--- src/rtl/picosoc_gpio_ctrl.sv ---
// picosoc_gpio_ctrl: memory-mapped GPIO block for the PicoSoC iomem bus.
// It holds the OUT, DIR, IN, IRQ_EN, IRQ_EDGE and IRQ_STAT registers.
// The pin inputs pass through a synchroniser before anything else sees them.
// Edge detection is held off for a few cycles after reset release.
// The interrupt output is a registered level.
module picosoc_gpio_ctrl #(
    parameter int          WIDTH       = 16,
    parameter logic [7:0]  BASE_ADDR   = 8'h03,
    parameter int          SYNC_STAGES = 2
) (
    input  logic             clk,
    input  logic             resetn,
    input  logic             iomem_valid,
    output logic             iomem_ready,
    input  logic [3:0]       iomem_wstrb,
    input  logic [31:0]      iomem_addr,
    input  logic [31:0]      iomem_wdata,
    output logic [31:0]      iomem_rdata,
    input  logic [WIDTH-1:0] gpio_in,
    output logic [WIDTH-1:0] gpio_out,
    output logic [WIDTH-1:0] gpio_oe,
    output logic             irq
);

    localparam logic [2:0] ARM_CYCLES = 3'(SYNC_STAGES + 1);

    localparam logic [2:0] OFF_OUT   = 3'd0;
    localparam logic [2:0] OFF_DIR   = 3'd1;
    localparam logic [2:0] OFF_IN    = 3'd2;
    localparam logic [2:0] OFF_EN    = 3'd3;
    localparam logic [2:0] OFF_EDGE  = 3'd4;
    localparam logic [2:0] OFF_STAT  = 3'd5;

    logic             r_ready;
    logic [31:0]      r_rdata;
    logic [WIDTH-1:0] r_out;
    logic [WIDTH-1:0] r_dir;
    logic [WIDTH-1:0] r_irqEn;
    logic [WIDTH-1:0] r_irqEdge;
    logic [WIDTH-1:0] r_irqStat;
    logic [WIDTH-1:0] r_sync [SYNC_STAGES];
    logic [WIDTH-1:0] r_prev;
    logic [2:0]       r_armCnt;
    logic             r_irq;

    logic             w_sel;
    logic             w_wr;
    logic [2:0]       w_offset;
    logic [31:0]      w_byteMask;
    logic [WIDTH-1:0] w_laneMask;
    logic [WIDTH-1:0] w_wdata;
    logic [WIDTH-1:0] w_syncOut;
    logic [WIDTH-1:0] w_rise;
    logic [WIDTH-1:0] w_fall;
    logic [WIDTH-1:0] w_edge;
    logic [WIDTH-1:0] w_statClr;
    logic             w_armed;
    logic [31:0]      w_readMux;
    logic             w_unused;

    // Zero-extend a pin-wide value to the 32-bit bus width.
    function automatic logic [31:0] zext(input logic [WIDTH-1:0] v);
        logic [31:0] t;
        t = '0;
        t[WIDTH-1:0] = v;
        return t;
    endfunction

    // Per-lane merge of write data into an existing register value.
    function automatic logic [WIDTH-1:0] merge(input logic [WIDTH-1:0] oldVal,
                                               input logic [WIDTH-1:0] newVal,
                                               input logic [WIDTH-1:0] mask);
        return (oldVal & ~mask) | (newVal & mask);
    endfunction

    // A new request is accepted only while no completion pulse is showing.
    // This makes back-to-back accesses complete on alternate cycles.
    assign w_sel      = iomem_valid && !r_ready && (iomem_addr[31:24] == BASE_ADDR);
    assign w_wr       = w_sel && (iomem_wstrb != 4'b0000);
    assign w_offset   = iomem_addr[4:2];
    assign w_byteMask = {{8{iomem_wstrb[3]}}, {8{iomem_wstrb[2]}},
                         {8{iomem_wstrb[1]}}, {8{iomem_wstrb[0]}}};
    assign w_laneMask = w_byteMask[WIDTH-1:0];
    assign w_wdata    = iomem_wdata[WIDTH-1:0];

    // Edges are taken only from the synchroniser output, never from the raw pins.
    assign w_syncOut  = r_sync[SYNC_STAGES-1];
    assign w_armed    = (r_armCnt == ARM_CYCLES);
    assign w_rise     = w_syncOut & ~r_prev;
    assign w_fall     = ~w_syncOut & r_prev;
    assign w_edge     = w_armed ? ((w_rise & r_irqEdge) | (w_fall & ~r_irqEdge)) : '0;
    assign w_statClr  = (w_wr && (w_offset == OFF_STAT)) ? (w_wdata & w_laneMask) : '0;

    assign w_unused   = ^{iomem_addr[23:5], iomem_addr[1:0], iomem_wdata, w_byteMask};

    // Read mux uses current register contents, so a write sees the pre-write value.
    always_comb begin
        w_readMux = '0;
        case (w_offset)
            OFF_OUT:  w_readMux = zext(r_out);
            OFF_DIR:  w_readMux = zext(r_dir);
            OFF_IN:   w_readMux = zext(w_syncOut);
            OFF_EN:   w_readMux = zext(r_irqEn);
            OFF_EDGE: w_readMux = zext(r_irqEdge);
            OFF_STAT: w_readMux = zext(r_irqStat);
            default:  w_readMux = '0;
        endcase
    end

    // Bus completion: one-cycle ready pulse with the registered read data.
    always_ff @(posedge clk or negedge resetn) begin
        if (!resetn) begin
            r_ready <= 1'b0;
            r_rdata <= '0;
        end else begin
            r_ready <= w_sel;
            r_rdata <= w_sel ? w_readMux : '0;
        end
    end

    // Read/write configuration registers, updated per byte lane.
    always_ff @(posedge clk or negedge resetn) begin
        if (!resetn) begin
            r_out     <= '0;
            r_dir     <= '0;
            r_irqEn   <= '0;
            r_irqEdge <= '0;
        end else if (w_wr) begin
            case (w_offset)
                OFF_OUT:  r_out     <= merge(r_out, w_wdata, w_laneMask);
                OFF_DIR:  r_dir     <= merge(r_dir, w_wdata, w_laneMask);
                OFF_EN:   r_irqEn   <= merge(r_irqEn, w_wdata, w_laneMask);
                OFF_EDGE: r_irqEdge <= merge(r_irqEdge, w_wdata, w_laneMask);
                default:  ;
            endcase
        end
    end

    // Input synchroniser chain plus the previous-value register for edge detection.
    always_ff @(posedge clk or negedge resetn) begin
        if (!resetn) begin
            for (int i = 0; i < SYNC_STAGES; i++) begin
                r_sync[i] <= '0;
            end
            r_prev <= '0;
        end else begin
            r_sync[0] <= gpio_in;
            for (int i = 1; i < SYNC_STAGES; i++) begin
                r_sync[i] <= r_sync[i-1];
            end
            r_prev <= w_syncOut;
        end
    end

    // Arm counter keeps edge detection off while the synchroniser fills after reset.
    always_ff @(posedge clk or negedge resetn) begin
        if (!resetn) begin
            r_armCnt <= '0;
        end else if (r_armCnt != ARM_CYCLES) begin
            r_armCnt <= r_armCnt + 3'd1;
        end
    end

    // Interrupt status: write-one-to-clear.
    // A new edge in the same cycle as a clear wins, so the bit stays set.
    always_ff @(posedge clk or negedge resetn) begin
        if (!resetn) begin
            r_irqStat <= '0;
        end else begin
            r_irqStat <= (r_irqStat & ~w_statClr) | w_edge;
        end
    end

    // Registered interrupt level from the enabled status bits.
    always_ff @(posedge clk or negedge resetn) begin
        if (!resetn) begin
            r_irq <= 1'b0;
        end else begin
            r_irq <= |(r_irqStat & r_irqEn);
        end
    end

    assign iomem_ready = r_ready;
    assign iomem_rdata = r_rdata;
    assign gpio_out    = r_out;
    assign gpio_oe     = r_dir;
    assign irq         = r_irq;

endmodule
--- config.mk ---
export PLATFORM = sky130hd
export DESIGN_NAME = picosoc_gpio_ctrl
export DESIGN_NICKNAME = d
export VERILOG_FILES = /design/src/rtl/picosoc_gpio_ctrl.sv
export SDC_FILE = /design/constraint.sdc
export NUM_CORES = 1
export LEC_CHECK = 0
export CORE_UTILIZATION = 45
export CTS_CLUSTER_SIZE = 16
export DETAILED_ROUTE_END_ITERATION = 10
export GPL_TIMING_DRIVEN = 0
export PLACE_DENSITY_LB_ADDON = 0.2
export SKIP_CTS_REPAIR_TIMING = 1
export SYNTH_ARGS = -nofsm -noshare
export SYNTH_HDL_FRONTEND = slang
export SYNTH_SLANG_ARGS = --single-unit
--- constraint.sdc ---
create_clock -name clk -period 5.1 [get_ports clk]
set_input_delay 1.02 -clock clk [delete_from_list [all_inputs] [get_ports clk]]
set_output_delay 1.02 -clock clk [all_outputs]
set_load 0.02 [all_outputs]
After elaboration in Yosys (flattened, before gate mapping)
Cells that the tools add are included.

word-level totals
  logic and storage cells = 59
  input bits = 87
  output and inout bits = 66
  bits in registers = 165

operators by class
  reduce and logical (&&, ||, !) cells = 12
  muxes and demuxes = 4
  equality and inequality tests = 8
  add/subtract/negate cells = 1
  bitwise gates (word level) = 22

operators with widths
  cell                 count
  $and 16x16->16       11
  $or 16x16->16        6
  $pmux 16 s6          1
  $not 16->16          5
  $mux 16              2
  $mux 32              1
  $reduce_or 16->1     1
  $eq 3x2->1 const B   3
  $eq 8x2->1 const B   1
  $reduce_and 2->1     4
  $eq 3x3->1 const B   2
  $logic_and 1x1->1    4
  $reduce_bool 4->1    1
  $add 3x1->3 const B  1
  $eq 3x1->1 const B   1
  $logic_not 3->1      1
  $ne 3x2->1 const B   1
  $logic_not 1->1      1

Depth between registers and ports, before layout
  word-level depth = 9
  mapped depth = 6
  depth with buffers taken out = 3

Worst setup path after synthesis
OpenSTA, ideal clock, no wires.

  path kind = input to register
  start point = in iomem_addr[2]
  end point = reg r_rdata[10] (netlist: iomem_rdata[10])
  stages on the path = 6
  data arrival time = 2.073 ns
  path buffers = 3
  setup time = 0.126 ns
  data required time = 4.974 ns
  slack = 2.900 ns
  path through = buf_6 -> buf_4 -> buf_4 -> mux2_2 -> a32oi_1 -> a21oi_1

between the ends
  word-level cells in the longest chain between the ends = 3
  elaborated cells on any way between the ends = 8
  those cells by class = eq/ne (5); mux (2); reduce/logical (1)

ends and longest elaborated chain
  item                                      RTL line  text
  start: declaration                        16        input logic [31:0] iomem_addr,
  $eq 3x3->1, or another cell as far along  99        case (w_offset)
  $pmux 16 s6 (*)                           99
  $mux 32 (*)                               117       r_rdata <= w_sel ? w_readMux : '0;
  end signal: assignment                    117
  end: declaration                          35        logic [31:0] r_rdata;

Mark *: on every way between the ends. The rest lies on a longest branch, timed or not.
A chain may end at the register's enable or synchronous reset.

Worst setup path after layout
  start point = in iomem_addr[4]
  end point = reg r_rdata[12] (netlist: iomem_rdata[12])

The elaborated chain is that of the path after synthesis.

==> metrics.log <==
[metrics] Std-Cell Core Area: 14000 um2
[metrics] number of DRC markers after the initial detailed-route iteration: 303
[metrics] Reg2Reg Setup Slack: 3050 ps
[metrics] sort of element at the start of the critical path: input port
[metrics] Post-Syn Instances: 449
[metrics] clock tree buffer depth: 2
[metrics] fin area: 8430 um2
[metrics] cell leakage power: 3.74 nW
[metrics] total routing usage reported by global routing: 22.6%
[metrics] maximum level of the CTS H-tree: 4
[metrics] worst min-delay path startpoint: r_sync[20]
[metrics] Tmin final: 2710 ps
[metrics] peak ir drop on the vdd network: 0.255 mV
[metrics] Port Buf Inserts: 96
[metrics] Mapped Area: 6550 um2
[metrics] clock latency on the worst-skew pair: 420 ps
[metrics] residual antenna-violating net count after detailed routing: 0
[metrics] WHS Path Cells: 0
[metrics] maximum number of pins on one net before global-route repair: 77
[metrics] number of remaining DRC errors: 0
[metrics] largest fanout of any net on the critical path: 10
[metrics] Critical Path RT: 5380 ps
[metrics] I/O Pins: 153
[metrics] unrepaired setup endpoints after global routing: no
[metrics] wire length of the first global-routing pass: 24.4 mm
[metrics] multi-input gate area in the final layout: 2610 um2
[metrics] capture instance of the worst register-to-register path: r_irqStat[10]
[metrics] Max transition margin: 49.0%
[metrics] number of nets in the layout: 669
[metrics] final weighted congestion in routability-driven placement: 0.825
[metrics] Via-to-Cell Ratio: 5.59
[metrics] Pwr per Cell Area: 316 nW/um2
[metrics] Final setup violation count: 0
[metrics] synthesized area per cell: 14.6 um2
[metrics] chip width: 123 um
[metrics] CTS Buf Count: 17
[metrics] number of library cell types mapped by synthesis: 40
[metrics] remaining global-route overflow: 0
[metrics] worst-margin pin slew: 762 ps
[metrics] number of detailed-routing iterations run before antenna repair: 5
[metrics] category of the worst setup path capture point: flop
[metrics] growth of design area from synthesis to finish: 28.7%
[metrics] DP Area: 7820 um2
[metrics] full die area: 15000 um2
[metrics] endpoint arrival time on the critical path: 2990 ps
[metrics] hold endpoint: w_syncOut[4]
[metrics] total area of sequential cells: 3730 um2
[metrics] share of the cycle needed by the critical path after routing: 53.1%
[metrics] CTS tree: done
[metrics] type of the tightest min-delay check: reg2reg
[metrics] worst reg2reg path startpoint: r_armCnt[0]
[metrics] total via count after detailed routing: 4319
[metrics] Crit Path Category: in2reg
[metrics] DP Wirelength: 10.6 mm
[metrics] Final Max Tran Viols: 0
[metrics] number of inserted diodes: 0
[metrics] placement row count: 43
[metrics] DRT Wirelength: 15.8 mm
[metrics] routed len/inst: 20.4 um
[metrics] total of fill cells in the finished design: 1084
[metrics] result of the run: complete, no violations
[metrics] share of synthesized registers carrying an async set or reset: 100%
[metrics] sequential element share of the synthesized area: 56.9%
[metrics] Worst Hold Margin: 345 ps
[metrics] prevailing post-synth register cell: dfrtp_1
[metrics] post-layout power: 2.66 mW
[metrics] number of cells on the worst reg-to-reg path: 5
[metrics] share of post-route cells with drive strength above 1: 30.2%
[metrics] Maximum Capacitance Violations: 0
[metrics] hold violation total from the final report: 0
[metrics] Syn. warnings: 0
[metrics] final worst clock skew: 5.18 ps
[metrics] number of synthesized flops with an enable pin: 0
[metrics] starting density of the core: 46.6%
[metrics] Root Driver: clkbuf_16
[metrics] placed cell count: 741
[metrics] initial antenna violation count: 0
[metrics] vias in the first global route: 4363
[metrics] core occupancy in the finished layout: 60.0%
[metrics] y dimension of the die: 123 um
[metrics] register clock-pin slew on the reported worst setup and hold paths: 60 ps
[metrics] flops & latches, synth: 149
[metrics] achievable clock frequency: 369 MHz
[metrics] count of non-filler cells in the finished layout: 773
[metrics] number of sinks on the clock net: 149
cell type report:
| type | count | share of cell area [%] |
|---|---|---|
| Sequential cell | 149 | 44.2 |
| Timing Repair Buffer | 97 | 11.7 |
| Clock inverter | 8 | 1.13 |
| Multi-Input combinational cell | 278 | 31.0 |
| Clock buffer | 24 | 6.07 |
| Inverter | 4 | 0.178 |
| Tap cell | 180 | 2.67 |
| Buffer | 33 | 2.97 |
cell families after synthesis:
logic type / Yosys count / share of synthesized area, %
compound gates: 74 / 8.88
xor+xnor: 1 / 0.134
fa+ha+maj: 2 / 0.382
buf+inv: 37 / 4.05
flops: 149 / 56.9
mux: 98 / 18.2
other cells: 1 / 0.0573
simple gates: 87 / 11.4
routing by layer:
metal	share of wire, %	GRT usage [%]
met5	0	0
met4	1.1	8.46
met3	5.6	5.67
met2	48	34.0
met1	45	31.6
worst max-delay path: stages:
cell	delay [ps]
clkdlybuf4s50_1	540
buf_4	210
clkinv_1	310
clkbuf_1	440
a32oi_1	330
a21oi_1	120
synth_stat cells (7+ instances only):
| library cell | instances | area share, % |
|---|---|---|
| dfrtp_1 | 149 | 57 |
| o22ai_1 | 16 | 1.5 |
| nor2b_1 | 18 | 1.7 |
| nand2b_1 | 16 | 1.5 |
| mux4_2 | 7 | 2.4 |
| mux2_2 | 88 | 15 |
| a21oi_1 | 10 | 0.76 |
| nand2_1 | 19 | 1.1 |
| nand4_4 | 9 | 2.9 |
| nor2_1 | 7 | 0.40 |
| buf_4 | 21 | 2.4 |
| a221o_1 | 16 | 2.4 |
| a32oi_1 | 16 | 2.1 |
report_power, final:
part           internal (mW)  total (mW)  leakage [nW]  switching [mW]
Clock                  0.795        1.25         0.298           0.460
Combinational         0.0871       0.190          1.57           0.103
Sequential              1.20        1.22          1.88          0.0142
worst max path at each step:
stage / to / startpoint / slack [ps] / cells past startpoint
after floorplan: iomem_rdata[10] / iomem_addr[2] / 2900 / 6
after global placement: w_syncOut[15] / resetn / -2800 / 1
after detailed placement: iomem_rdata[12] / iomem_addr[4] / 2040 / 6
after CTS: iomem_rdata[12] / iomem_addr[4] / 2470 / 6
after global routing: iomem_rdata[10] / iomem_addr[4] / 2390 / 6
final: iomem_rdata[12] / iomem_addr[4] / 2390 / 6
layout by cell type (no fill, tap or decap), types with 2 or more instances in the layout:
cell	count
nand2_1	19
clkinv_2	4
buf_1	2
and4bb_2	4
nand2b_1	16
clkdlybuf4s50_1	95
a21oi_1	10
and4b_1	5
a221o_1	16
a22oi_1	6
clkbuf_8	7
nor2b_1	18
clkbuf_16	17
inv_1	3
ha_1	2
buf_2	2
nor2_1	7
clkbuf_1	3
a22o_1	4
mux4_2	7
nor4b_4	2
conb_1	16
nand4_4	9
bufinv_16	2
a221oi_1	5
clkinvlp_4	2
mux2_2	88
o22ai_1	16
nor2_8	2
buf_6	4
dfrtp_1	149
mux2_4	2
a32oi_1	16
buf_4	21
metrics by stage:
step / setup slack, ps / TNS [ps]
floorplan: 2900 / 0
global placement: -2800 / -415850
detailed placement: 2040 / 0
CTS: 2470 / 0
global route: 2390 / 0
finish: 2390 / 0
Power figures use the tool's default switching activity.
